===== config.mk =====
export PLATFORM = sky130hd
export DESIGN_NAME = rvx_core_instruction_queue
export DESIGN_NICKNAME = d
export VERILOG_FILES = /design/src/rtl/rvx_core_instruction_queue_pkg.sv /design/src/rtl/rvx_core_immediate_type_decode.sv /design/src/rtl/rvx_core_instruction_queue.sv
export SDC_FILE = /design/constraint.sdc
export NUM_CORES = 1
export LEC_CHECK = 0
export ABC_CLOCK_PERIOD_IN_PS = 14500
export CELL_PAD_IN_SITES_DETAIL_PLACEMENT = 1
export CELL_PAD_IN_SITES_GLOBAL_PLACEMENT = 1
export CORE_MARGIN = 5
export CORE_UTILIZATION = 43
export CTS_CLUSTER_DIAMETER = 80
export DETAILED_ROUTE_END_ITERATION = 7
export GPL_TIMING_DRIVEN = 1
export PLACE_DENSITY_LB_ADDON = 0.15
export SLEW_MARGIN = 20
export SYNTH_ARGS = -nofsm -noshare
export SYNTH_HDL_FRONTEND = slang
export SYNTH_SLANG_ARGS = --single-unit

===== constraint.sdc =====
create_clock -name clock -period 14.5 [get_ports clock]
set_clock_uncertainty 0.05 [all_clocks]
set_input_delay 2.9 -clock clock [delete_from_list [all_inputs] [get_ports clock]]
set_output_delay 2.9 -clock clock [all_outputs]
set_load 0.05 [all_outputs]

===== src/rtl/rvx_core_instruction_queue_pkg.sv =====
// Shared constants and entry layout for the
// fetch-to-decode instruction queue.
package rvx_core_instruction_queue_pkg;

  localparam logic [2:0] RISCV_I_TYPE_IMMEDIATE   = 3'b001;
  localparam logic [2:0] RISCV_S_TYPE_IMMEDIATE   = 3'b010;
  localparam logic [2:0] RISCV_B_TYPE_IMMEDIATE   = 3'b011;
  localparam logic [2:0] RISCV_U_TYPE_IMMEDIATE   = 3'b100;
  localparam logic [2:0] RISCV_J_TYPE_IMMEDIATE   = 3'b101;
  localparam logic [2:0] RISCV_CSR_TYPE_IMMEDIATE = 3'b110;

  localparam logic [6:0] RVX_OPCODE_OP_IMM = 7'b0010011;
  localparam logic [6:0] RVX_OPCODE_LOAD   = 7'b0000011;
  localparam logic [6:0] RVX_OPCODE_JALR   = 7'b1100111;
  localparam logic [6:0] RVX_OPCODE_STORE  = 7'b0100011;
  localparam logic [6:0] RVX_OPCODE_BRANCH = 7'b1100011;
  localparam logic [6:0] RVX_OPCODE_LUI    = 7'b0110111;
  localparam logic [6:0] RVX_OPCODE_AUIPC  = 7'b0010111;
  localparam logic [6:0] RVX_OPCODE_JAL    = 7'b1101111;
  localparam logic [6:0] RVX_OPCODE_SYSTEM = 7'b1110011;

  localparam logic [31:0] RVX_NOP_INSTRUCTION = 32'h00000013;

  typedef struct packed {
    logic [31:0] instruction;
    logic [31:0] pc;
    logic [2:0]  immediate_type;
  } iq_entry_t;

endpackage


===== src/rtl/rvx_core_immediate_type_decode.sv =====
// Opcode/funct3 to immediate-format select.
// Pure combinational; shared with the decoder.
module rvx_core_immediate_type_decode
  import rvx_core_instruction_queue_pkg::*;
(
  input  logic [2:0] funct3,
  input  logic [6:0] opcode,
  output logic [2:0] immediate_type
);

  logic is_i;
  logic is_s;
  logic is_b;
  logic is_u;
  logic is_j;
  logic is_csr;

  assign is_i = (opcode == RVX_OPCODE_OP_IMM)
              | (opcode == RVX_OPCODE_LOAD)
              | (opcode == RVX_OPCODE_JALR);
  assign is_s = opcode == RVX_OPCODE_STORE;
  assign is_b = opcode == RVX_OPCODE_BRANCH;
  assign is_u = (opcode == RVX_OPCODE_LUI)
              | (opcode == RVX_OPCODE_AUIPC);
  assign is_j = opcode == RVX_OPCODE_JAL;
  // immediate CSR forms are funct3 1xx
  assign is_csr = (opcode == RVX_OPCODE_SYSTEM)
                & (funct3 >= 3'b100);

  // one-hot select; unknown opcodes fall back to I
  always_comb begin
    immediate_type = RISCV_I_TYPE_IMMEDIATE;
    unique case (1'b1)
      is_i:    immediate_type = RISCV_I_TYPE_IMMEDIATE;
      is_s:    immediate_type = RISCV_S_TYPE_IMMEDIATE;
      is_b:    immediate_type = RISCV_B_TYPE_IMMEDIATE;
      is_u:    immediate_type = RISCV_U_TYPE_IMMEDIATE;
      is_j:    immediate_type = RISCV_J_TYPE_IMMEDIATE;
      is_csr:  immediate_type = RISCV_CSR_TYPE_IMMEDIATE;
      default: immediate_type = RISCV_I_TYPE_IMMEDIATE;
    endcase
  end

endmodule


===== src/rtl/rvx_core_instruction_queue.sv =====
// Fetch-to-decode FIFO; immediate format is
// classified at enqueue so stage 1 sees a register.
module rvx_core_instruction_queue
  import rvx_core_instruction_queue_pkg::*;
#(
  parameter int DEPTH = 2
) (
  input  logic        clock,
  input  logic        reset,
  input  logic        flush_s1,
  input  logic        fetch_valid_s0,
  input  logic [31:0] fetch_instruction_s0,
  input  logic [31:0] fetch_pc_s0,
  output logic        fetch_ready_s0,
  output logic        instruction_valid_s1,
  output logic [24:0] instruction_31_7_s1,
  output logic [6:0]  instruction_6_0_s1,
  output logic [2:0]  immediate_type_s1,
  output logic [31:0] pc_s1,
  input  logic        instruction_ready_s1,
  output logic [$clog2(DEPTH):0] occupancy
);

  localparam int AW = $clog2(DEPTH);
  localparam int CW = AW + 1;
  localparam logic [CW-1:0] FULL = CW'(DEPTH);

  logic [CW-1:0] count;
  logic [AW-1:0] rd_ptr;
  logic [AW-1:0] wr_ptr;
  logic          push;
  logic          pop;
  logic [2:0]    dec_type;
  iq_entry_t     head;
  iq_entry_t     mem [DEPTH];

  rvx_core_immediate_type_decode u_dec (
    .funct3         (fetch_instruction_s0[14:12]),
    .opcode         (fetch_instruction_s0[6:0]),
    .immediate_type (dec_type)
  );

  assign fetch_ready_s0       = count != FULL;
  assign instruction_valid_s1 = count != '0;
  assign occupancy            = count;

  assign push = fetch_valid_s0 & fetch_ready_s0
              & ~flush_s1;
  assign pop  = instruction_valid_s1
              & instruction_ready_s1 & ~flush_s1;

  // pointer/count bookkeeping; flush wins
  always_ff @(posedge clock or posedge reset) begin
    if (reset) begin
      count  <= '0;
      rd_ptr <= '0;
      wr_ptr <= '0;
    end else if (flush_s1) begin
      count  <= '0;
      rd_ptr <= '0;
      wr_ptr <= '0;
    end else begin
      if (push) wr_ptr <= wr_ptr + 1'b1;
      if (pop)  rd_ptr <= rd_ptr + 1'b1;
      case ({push, pop})
        2'b10:   count <= count + 1'b1;
        2'b01:   count <= count - 1'b1;
        default: count <= count;
      endcase
    end
  end

  // storage write; contents not reset
  always_ff @(posedge clock) begin
    if (push) begin
      mem[wr_ptr] <= '{
        instruction:    fetch_instruction_s0,
        pc:             fetch_pc_s0,
        immediate_type: dec_type
      };
    end
  end

  // head entry, or a NOP when empty
  always_comb begin
    head = mem[rd_ptr];
    if (!instruction_valid_s1) begin
      head = '{
        instruction:    RVX_NOP_INSTRUCTION,
        pc:             32'd0,
        immediate_type: RISCV_I_TYPE_IMMEDIATE
      };
    end
  end

  assign instruction_31_7_s1 = head.instruction[31:7];
  assign instruction_6_0_s1  = head.instruction[6:0];
  assign immediate_type_s1   = head.immediate_type;
  assign pc_s1               = head.pc;

endmodule

# After elaboration in Yosys (flattened, before gate mapping)
# Memories as Yosys holds them, arrays and structs flattened.
# Cells that the tools add are included.
dict set report totals {
  n_memories 1
  register_bits 4
  in_bits 69
  mem_bits_rw 134
}
# name depth width read_ports rd_clocked_by_memory_dff wr line
set mem_list {}
lappend mem_list {mem 2 67 1 0 1 rvx_core_instruction_queue.sv:35} ;# iq_entry_t mem [DEPTH];
dict set report classes {
  order_cmp 1
  n_eq_ne 9
  bitwise_logic 7
  reduce_logical 4
  n_mux 10
  addsub 4
}
# cell count
set ops {}
lappend ops {{67-bit two-way mux} 1}
lappend ops {{7-bit == test (second input constant)} 3}
lappend ops {{3-bit case mux with 5 select lines} 1}
lappend ops {{7-bit by 6-bit == test with 1-bit output (second input constant)} 2}
lappend ops {{7-bit by 5-bit == test with 1-bit output (second input constant)} 1}
lappend ops {{1-bit two-way mux} 6}
lappend ops {{2-bit nonzero test} 3}
lappend ops {{1-bit AND} 5}
lappend ops {{2-bit case mux with 2 select lines} 1}
lappend ops {{3-bit >= comparator (second input constant)} 1}
lappend ops {{3-bit nonzero test} 1}
lappend ops {{1-bit adder (second input constant)} 2}
lappend ops {{2-bit by 1-bit adder with 2-bit output (second input constant)} 1}
lappend ops {{2-bit by 1-bit == test with 1-bit output (second input constant)} 1}
lappend ops {{2-bit == test (second input constant)} 1}
lappend ops {{2-bit two-way mux} 1}
lappend ops {{2-bit inequality test (second input constant)} 1}
lappend ops {{2-bit by 1-bit subtractor with 2-bit output (second input constant)} 1}
lappend ops {{1-bit NOT} 1}
lappend ops {{1-bit OR} 1}

# Logic depth before layout (Yosys ltp)
# Gate-level depths: netlist of run 1.
dict set report logic_depth {
  depth_word 6
  depth_mapped 5
}

# Hierarchy
# A second synthesis of run 1 with hierarchy kept.
dict set report hier_totals {
  hier_cells 326
  area_unflattened_um2 5406.4
}
# mod area_per_inst_um2 n_inst cells_per_inst seq_area_each_um2
set modules_own_cells {}
lappend modules_own_cells {rvx_core_instruction_queue 5295.1 1 310 4124.0}
lappend modules_own_cells {rvx_core_immediate_type_decode 111.4 1 16 0.0}

# Worst setup path before layout of run 1
# Ideal clock, no wire load.
dict set report synth_timing {
  path_kind {input port to flip-flop}
  startpoint {input fetch_valid_s0}
  endpoint {memory mem[1][0] (netlist bit) (enable)}
  arrival_ps 7873
  n_path_buf 0
  setup_slack_ps 5989
  t_required_ps 13862
  path_stages 2
  path_cell_list {nand2_1 > nor3b_1}
}
dict set report synth_between {
  elab_chain_len 4
}
# item line
set synth_lines {}
lappend synth_lines {{start: declaration} rvx_core_instruction_queue.sv:11} ;# input logic fetch_valid_s0,
lappend synth_lines {{1-bit AND} rvx_core_instruction_queue.sv:47} ;# assign push = fetch_valid_s0 & fetch_ready_s0
lappend synth_lines {{1-bit AND} rvx_core_instruction_queue.sv:48} ;# & ~flush_s1;
lappend synth_lines {{1-bit two-way mux} rvx_core_instruction_queue.sv:75} ;# if (push) begin
lappend synth_lines {{1-bit two-way mux (not written as such)} rvx_core_instruction_queue.sv:76} ;# mem[wr_ptr] <= '{
lappend synth_lines {{end: declaration} rvx_core_instruction_queue.sv:35}
# Every way passes these cells.

# Worst setup path after layout of run 1
dict set report layout_timing {
  startpoint {register count[1], in the netlist occupancy[1]}
  endpoint {output instruction_6_0_s1[0]}
}
dict set report layout_between {
  elab_chain_len 2
}
# item line
set layout_lines {}
lappend layout_lines {{start: declaration} rvx_core_instruction_queue.sv:28} ;# logic [CW-1:0] count;
lappend layout_lines {{start signal: assignment} rvx_core_instruction_queue.sv:66} ;# 2'b10: count <= count + 1'b1;
lappend layout_lines {{start signal: assignment} rvx_core_instruction_queue.sv:67} ;# 2'b01: count <= count - 1'b1;
lappend layout_lines {{start signal: assignment} rvx_core_instruction_queue.sv:68} ;# default: count <= count;
lappend layout_lines {{2-bit nonzero test} rvx_core_instruction_queue.sv:44} ;# assign instruction_valid_s1 = count != '0;
lappend layout_lines {{67-bit two-way mux} rvx_core_instruction_queue.sv:87} ;# if (!instruction_valid_s1) begin
lappend layout_lines {{end: declaration} rvx_core_instruction_queue.sv:17} ;# output logic [6:0] instruction_6_0_s1,
# Every way passes these cells.

==> results of run 1 <==
cells in the final DEF, fill, tap and decap left out, types with 4 or more instances in the layout:
cell type / Yosys / routed
clkdlybuf4s50_1: 0 / 139
edfxtp_1: 134 / 134
mux2i_1: 68 / 68
nor2_1: 64 / 64
clkbuf_16: 0 / 17
nand2_1: 6 / 6
buf_4: 4 / 5
inv_1: 4 / 4
clkbuf_1: 1 / 4
clkinv_2: 0 / 4
bufinv_16: 0 / 4
power by group:
group / leakage [nW] / total [mW] / internal, mW / switching, mW
sequential: 1.28 / 0.463 / 0.454 / 0.00920
clock: 0.291 / 0.433 / 0.284 / 0.149
combinational: 0.936 / 0.160 / 0.0609 / 0.0991
through the flow:
stage / cells / hold WS (ns)
finish: 654 / 0.553
global route: 654 / 0.627
CTS: 654 / 0.560
detailed placement: 622 / 0.556
global placement: 621 / 0.513
floorplan: 323 / 0.479
metal layers:
layer | track usage, % | part of all wire (%) | up-vias
li1 | - | - | 1504
met1 | 19.9 | 41 | 1589
met2 | 29.1 | 51 | 100
met3 | 6.41 | 6.8 | 19
met4 | 6.79 | 1.9 | 0
met5 | 0 | 0 | -
cell families after synthesis:
logic type | Yosys count
compound gates | 12
flops | 138
buf+inv | 19
mux | 68
xor+xnor | 1
simple gates | 85
path summary, 6_finish.rpt:
path / start / endpoint / slack (ns) / depth (start not counted)
setup / recovery: occupancy[1] / instruction_6_0_s1[0] / 8.80 / 5
hold / removal: wr_ptr / wr_ptr / 0.55 / 2
setup reg to reg: occupancy[1] / mem[1][43] / 12.45 / 5
hold reg to reg: wr_ptr / wr_ptr / 0.55 / 2
max in group asynchronous: reset / rd_ptr / 11.57 / 2
min in group asynchronous: reset / wr_ptr / 2.64 / 2
registers in the layout, indices dropped and copies added (netlist names):
signal     count
mem          134
rd_ptr         1
occupancy      2
wr_ptr         1
tightest hold or removal path: stages, from the launching register on:
cell and delay [ns]:
dfrtp_1 0.41, o21ai_0 0.09, a21oi_1 0.06
final cells by class:
class,instances,area (µm²),area share [%]
well taps,168,210,2.78
flip-flops and latches,138,4130,54.6
clock buffers,21,440,5.83
inverters,5,18.8,0.248
repair buffers,145,1460,19.3
clock inverters,11,151,2.00
multi-input cells,166,1150,15.3
==> impl_metrics.py, run 1 <==
metrics = {
    "final_layout": {
        "layout-drive-gt1-share_pct": 8.23,
        "n_antenna_cell": 0,
        "final_util_pct": 62.2,
        "fin_nets": 542,
        "stdcell_area_mm2": 0.00756,
        "fill_cells": 1134,
        "syn_to_final_growth_pct": 40.4,
    },
    "min_path": {
        "min_path_type": "flip-flop to flip-flop",
    },
    "timing": {
        "slew_headroom_pct": 51.5,
        "fin_ws_ns": 8.80,
        "maxSlewViolCount": 0,
        "fmaxAchievable_ghz": 0.176,
        "setup_viol": 0,
        "timing.setup.tns_ns": 0,
        "tightest_slew_ns": 0.728,
        "post-route-period-util_pct": 39.3,
        "rsz0062_at_grt": "false",
        "hold_viol_final": 0,
        "fin_crit_ns": 5.70,
    },
    "detailed_routing": {
        "antenna_left": 0,
        "wl_per_cell_um": 18.9,
        "first_pass_iters": 4,
        "wl_um": 12300,
        "drtIter0Drc": 217,
        "drc": 0,
        "routed_via_density": 4.91,
        "vias": 3212,
    },
    "floorplan": {
        "rows": 40,
        "die_area_mm2": 0.0149,
        "initial_core_util_pct": 44.3,
        "chipWidth_um": 122,
        "io_pins": 140,
        "die_y_um": 122,
        "core_mm2": 0.0122,
    },
    "clock_tree": {
        "cts_buffers": 17,
        "clk_latency_ns": 0.41,
        "cts-root-buf": "clkbuf_16",
        "clockBufferDepth": 2,
        "cts_sinks": 138,
        "cts_resized": 0,
        "tritoncts": "yes",
        "path_clk_slew_ns": 0.05,
        "cts_setup_buffers": 0,
        "cts-htree-levels": 4,
        "ctsHoldBuffers": 0,
    },
    "place": {
        "place_congestion": 0.720,
        "numPortBuffers": 139,
        "dp_slack_ns": 9.16,
        "hpwl_um": 8120,
        "dpl_cell_area_mm2": 0.00697,
    },
    "critical_path": {
        "path_cells": "nor2_4 -> buf_4 -> inv_1 -> nand2_1 -> clkdlybuf4s50_1",
        "path_delay_family": "buffers and inverters",
        "path_max_fanout": 64,
        "cp_slowest_cell": "clkdlybuf4s50_1",
        "cp-end-kind": "output port",
        "cp-start-kind": "flip-flop",
        "crit_type": "flip-flop to output port",
        "critPathMaxStageDelay_ns": 0.81,
        "critPathRequiredTime_ns": 11.55,
        "critical_path_buf_inv_count": 3,
        "crit_arrival_ns": 2.75,
    },
    "power_and_ir_drop": {
        "vdd_drop_max_uv": 77.6,
        "powerDensity_mw_per_mm2": 140,
        "leakage_nw": 2.51,
        "finalPower_mw": 1.06,
    },
    "yosys": {
        "ys_seq_area_share_pct": 76.6,
        "synthMuxAreaShare_pct": 12.6,
        "ys_types": 31,
        "synth_xor_area_share_pct": 0.163,
        "syn-num-nets": 392,
        "avgSynthCellArea_um2": 16.7,
        "synth_top_family_by_area": "multiplexers",
        "ys_top_cells_by_area": "edfxtp_1 75%, mux2i_1 13%, nor2_1 4.5%",
        "async_reset_ff_share_pct": 2.90,
        "yosysMostFrequentCell": "edfxtp_1",
        "synth_common_cells": "134 x edfxtp_1, 68 x mux2i_1, 64 x nor2_1, 6 x buf_2, 6 x nand2_1",
        "yosysWarnings": 0,
        "synth_area_mm2": 0.00539,
        "yosysTopAreaCellShare_pct": 74.7,
        "synth.ff_latch_count": 138,
        "yosys.area.top_type": "edfxtp_1",
        "synth_compound_area_share_pct": 1.44,
        "synth_adder_area_share_pct": 0,
        "synth_edf_count": 134,
        "synth_flop_cell": "edfxtp_1",
        "synthCells": 323,
        "synth-simple-area-share_pct": 7.02,
    },
    "global_routing": {
        "grt_overflow": 0,
        "grt_pass1_wl_um": 19100,
        "grt_max_degree": 65,
        "antenna_found_initial": 0,
        "grt_pass1_vias": 3532,
        "grt_usage_pct": 17.2,
    },
    "flow_run": {
        "maxCapViolations": 0,
    },
    "outcome": {
        "outcome": "completed",
    },
}
(Power assumes the default switching activity.)
==> inputs of run 2 (changes only) <==
ABC_CLOCK_PERIOD_IN_PS = 5400   (was 14500)
CORE_UTILIZATION = 40   (was 43)
clock period = 5.4 ns   (was 14.5 ns; I/O delays follow)
==> impl_metrics.py, run 2 (synthesis gave the netlist of run 1 again) <==
metrics = {
    "outcome": {
        "outcome": "completed",
    },
    "clock_tree": {
        "cts_resized": 0,
        "ctsHoldBuffers": 0,
        "clockBufferDepth": 2,
        "cts-htree-levels": 4,
        "tritoncts": "yes",
        "cts_sinks": 138,
        "clk_latency_ns": 0.40,
        "cts-root-buf": "clkbuf_16",
        "cts_buffers": 17,
        "path_clk_slew_ns": 0.05,
        "cts_setup_buffers": 0,
    },
    "detailed_routing": {
        "drc": 0,
        "wl_per_cell_um": 17.4,
        "wl_um": 11500,
        "vias": 3129,
        "antenna_left": 0,
        "routed_via_density": 4.74,
        "drtIter0Drc": 182,
        "first_pass_iters": 4,
    },
    "timing": {
        "fin_crit_ns": 3.95,
        "slew_headroom_pct": 52.9,
        "setup_viol": 0,
        "post-route-period-util_pct": 73.1,
        "fmaxAchievable_ghz": 0.253,
        "tightest_slew_ns": 0.705,
        "timing.setup.tns_ns": 0,
        "rsz0062_at_grt": "false",
        "maxSlewViolCount": 0,
        "hold_viol_final": 0,
    },
    "final_layout": {
        "n_antenna_cell": 0,
        "layout-drive-gt1-share_pct": 7.23,
        "fill_cells": 1288,
        "seq_area_mm2": 0.00413,
        "multiInputGateArea_mm2": 0.00117,
        "syn_to_final_growth_pct": 38.4,
        "top_register": "mem",
        "final_common_cell": "clkdlybuf4s50_1",
        "fin_nets": 543,
        "layout_common_cells": "139 x clkdlybuf4s50_1, 134 x edfxtp_1, 68 x mux2i_1, 64 x nor2_1, 17 x clkbuf_16",
        "final_util_pct": 56.3,
        "largest_reg_flops": 134,
    },
    "global_routing": {
        "grt_pass1_wl_um": 18400,
        "grt_overflow": 0,
        "grt_usage_pct": 15.0,
        "grt_pass1_vias": 3534,
        "grt_max_degree": 38,
        "antenna_found_initial": 0,
    },
    "critical_path": {
        "cp-start-kind": "flip-flop",
        "crit_start": "occupancy[1]",
        "r2r_cells": 5,
        "crit_type": "flip-flop to output port",
        "cp-endpoint": "immediate_type_s1[2]",
        "r2r_setup_slack_ns": 3.40,
        "path_max_fanout": 34,
        "critPathRequiredTime_ns": 4.27,
        "r2r_end": "mem[1][51]",
        "r2r-start": "occupancy[1]",
        "crit_arrival_ns": 2.82,
        "cp-end-kind": "output port",
    },
    "min_path": {
        "min_path_type": "flip-flop to flip-flop",
        "min_path_cells": 2,
    },
    "flow_run": {
        "maxCapViolations": 0,
    },
    "floorplan": {
        "rows": 42,
        "initial_core_util_pct": 40.7,
        "chipWidth_um": 126,
        "die_y_um": 126,
        "die_area_mm2": 0.0159,
        "core_mm2": 0.0132,
        "io_pins": 140,
    },
    "power_and_ir_drop": {
        "leakage_nw": 2.45,
        "powerDensity_mw_per_mm2": 351,
        "vdd_drop_max_uv": 232,
    },
    "place": {
        "place_congestion": 0.703,
        "hpwl_um": 7610,
        "numPortBuffers": 139,
    },
}
run 2: cell types whose count changed in the layout (fill, tap and decap cells not counted), sizes merged:
cell | previous run | this run
bufinv | 4 | 0
clkinv | 7 | 8
buf | 6 | 7
run 2: worst min-delay path by stage:
stage            from  endpoint
2_1_floorplan  wr_ptr    wr_ptr
6_report       wr_ptr    wr_ptr
4_1_cts        wr_ptr    wr_ptr
5_1_grt        wr_ptr    wr_ptr
3_5_place_dp   wr_ptr    wr_ptr
3_3_place_gp   wr_ptr    wr_ptr
run 2: routing by layer:
metal,track usage (%),vias up,share of wire (%)
li1,-,1502,-
met1,17.8,1511,42
met2,24.3,102,48
met3,6.14,14,7.6
met4,6.25,0,1.6
met5,0,-,0
run 2: worst max-delay path: stages, from the launching register on:
cell             delay [ns]
dfrtp_1                0.46
nor2_4                 0.59
buf_4                  0.47
nor2_1                 0.14
clkdlybuf4s50_1        0.72
run 2: metrics by stage:
step	setup slack [ns]	instance area [µm²]	total power, mW	cells	hold WS, ns
2_1_floorplan	0.960	5400	1.53	323	0.492
3_3_place_gp	1.84	6980	1.69	631	0.547
3_5_place_dp	1.82	6980	1.70	631	0.571
4_1_cts	1.36	7450	2.65	660	0.579
5_1_grt	1.27	7450	2.72	660	0.626
6_report	1.45	7450	2.62	660	0.575
run 2: cell type report:
cell class / instances / area share [%]
repair buffers: 146 / 19.4
clock inverters: 8 / 0.437
flip-flops and latches: 138 / 55.4
multi-input cells: 166 / 15.7
well taps: 176 / 2.96
inverters: 5 / 0.252
clock buffers: 21 / 5.91
run 2: report_power, final:
group	switching (mW)	internal, mW	leakage (nW)
Sequential	0.0168	1.22	1.28
Combinational	0.271	0.162	0.940
Clock	0.380	0.565	0.231
Total	0.668	1.95	2.45
==> inputs of run 3 (changes only) <==
ABC_CLOCK_PERIOD_IN_PS = 3510   (was 5400)
CORE_UTILIZATION = 36   (was 40)
clock period = 3.51 ns   (was 5.4 ns; I/O delays follow)
==> impl_metrics.py, run 3 (synthesis gave the netlist of run 1 again) <==
metrics = {
    "timing": {
        "setup_viol": 0,
        "maxSlewViolCount": 0,
        "slew_headroom_pct": 64.4,
        "post-route-period-util_pct": 86.3,
        "fmaxAchievable_ghz": 0.330,
        "fin_crit_ns": 3.03,
        "tightest_slew_ns": 0.534,
        "fin_ws_ns": 0.481,
        "timing.hold.ws_ns": 0.439,
        "hold_viol_final": 0,
        "timing.setup.tns_ns": 0,
        "rsz0062_at_grt": "false",
    },
    "critical_path": {
        "crit_arrival_ns": 2.28,
        "crit_type": "flip-flop to output port",
        "r2r_end": "mem[1][33]",
        "r2r_setup_slack_ns": 1.51,
        "cp-start-kind": "flip-flop",
        "r2r-start": "occupancy[1]",
        "critPathRequiredTime_ns": 2.76,
        "path_max_fanout": 43,
        "r2r_cells": 5,
        "cp-end-kind": "output port",
    },
    "clock_tree": {
        "cts-htree-levels": 4,
        "cts_buffers": 17,
        "cts_resized": 0,
        "ctsHoldBuffers": 0,
        "path_clk_slew_ns": 0.05,
        "tritoncts": "yes",
        "clockBufferDepth": 2,
        "cts-root-buf": "clkbuf_16",
        "cts_sinks": 138,
        "clk_latency_ns": 0.41,
        "cts_setup_buffers": 0,
    },
    "power_and_ir_drop": {
        "switching_share_pct": 25.1,
        "internal_power_mw": 3.15,
        "powerDensity_mw_per_mm2": 558,
        "vdd_drop_max_uv": 295,
        "finalPower_mw": 4.21,
        "combPwrFrac_pct": 16.2,
        "power_frac_clock_pct": 38.8,
        "p_seq_share_pct": 45.0,
        "power.switching_mw": 1.06,
        "leakage_nw": 2.49,
    },
    "final_layout": {
        "layout_common_cells": "134 x clkdlybuf4s50_1, 134 x edfxtp_1, 68 x mux2i_1, 64 x nor2_1, 17 x clkbuf_16",
        "n_antenna_cell": 0,
        "syn_to_final_growth_pct": 40.2,
        "largest_reg_flops": 134,
        "fin_nets": 544,
        "stdcell_area_mm2": 0.00755,
        "layout-drive-gt1-share_pct": 9.88,
        "fill_cells": 1400,
        "multiInputGateArea_mm2": 0.00117,
        "top_register": "mem",
        "seq_area_mm2": 0.00413,
    },
    "place": {
        "place_congestion": 0.762,
        "hpwl_um": 7680,
        "dpl_cell_area_mm2": 0.00701,
        "dp_slack_ns": 0.888,
        "numPortBuffers": 139,
    },
    "detailed_routing": {
        "antenna_left": 0,
        "vias": 3193,
        "wl_um": 11600,
        "wl_per_cell_um": 17.3,
        "routed_via_density": 4.77,
        "drc": 0,
        "first_pass_iters": 4,
        "drtIter0Drc": 107,
    },
    "floorplan": {
        "io_pins": 140,
        "die_y_um": 132,
        "initial_core_util_pct": 36.9,
        "rows": 44,
        "die_area_mm2": 0.0175,
        "core_mm2": 0.0146,
        "chipWidth_um": 132,
    },
    "flow_run": {
        "maxCapViolations": 0,
    },
    "global_routing": {
        "grt_overflow": 0,
        "antenna_found_initial": 0,
        "grt_max_degree": 44,
        "grt_usage_pct": 13.5,
        "grt_pass1_vias": 3557,
        "grt_pass1_wl_um": 18300,
    },
    "outcome": {
        "outcome": "completed",
    },
    "min_path": {
        "min_path_type": "input pin to asynchronous set/reset pin",
    },
}
## run 3: changes by cell type in the layout (fill, tap and decap cells not counted), moves of 2 or more
cell | before | now
clkdlybuf4s50_1 | 139 | 134
clkinv_2 | 2 | 4
clkbuf_1 | 4 | 2
bufinv_16 | 0 | 2
buf_12 | 0 | 2
clkinvlp_4 | 0 | 2
clkinv_1 | 6 | 3
buf_4 | 7 | 11
## run 3: layout make-up
| type | instances | share of cell area (%) |
|---|---|---|
| clock buffer | 19 | 5.74 |
| clock inverter | 11 | 1.41 |
| inverter | 5 | 0.249 |
| multi-input combinational | 166 | 15.5 |
| sequential | 138 | 54.7 |
| tap | 184 | 3.05 |
| timing repair buffer | 147 | 19.4 |
## run 3: power groups by stage
| stage | clock network [mW] | registers (mW) | logic [mW] |
|---|---|---|---|
| after floorplan | 0 | 1.93 | 0.418 |
| after global placement | 0 | 1.93 | 0.686 |
| after detailed placement | 0 | 1.93 | 0.692 |
| after CTS | 1.68 | 1.90 | 0.695 |
| after global routing | 1.76 | 1.90 | 0.726 |
| final | 1.63 | 1.90 | 0.683 |
## run 3: metrics by stage
step / instances / util (%)
after floorplan: 323 / -
after detailed placement: 640 / 48.0
final: 670 / 51.7
after global routing: 670 / 51.7
after global placement: 640 / 48.0
after CTS: 670 / 51.7
## run 3: layer usage
layer	global-route usage [%]	vias up	wire (µm)
met1	15.5	1555	4920
met5	0	-	0
li1	-	1507	-
met2	22.3	110	5620
met3	5.50	21	812
met4	5.77	0	215
## run 3: how the worst max path moves through the flow
stage | startpoint | to | slack, ns | depth (start not counted)
after floorplan | occupancy[0] | mem[1][0] | 0.02 | 4
after global placement | rd_ptr | instruction_6_0_s1[2] | 0.90 | 4
after detailed placement | occupancy[0] | pc_s1[17] | 0.89 | 4
after CTS | occupancy[0] | pc_s1[17] | 0.42 | 4
after global routing | occupancy[0] | instruction_31_7_s1[17] | 0.31 | 4
final | occupancy[0] | pc_s1[17] | 0.48 | 4
## run 3: critical path, cell delays in order, from the launching register on
cell	delay [ns]
dfrtp_1	0.48
nor2_4	0.12
buf_4	0.41
nor2_1	0.12
clkdlybuf4s50_1	0.72
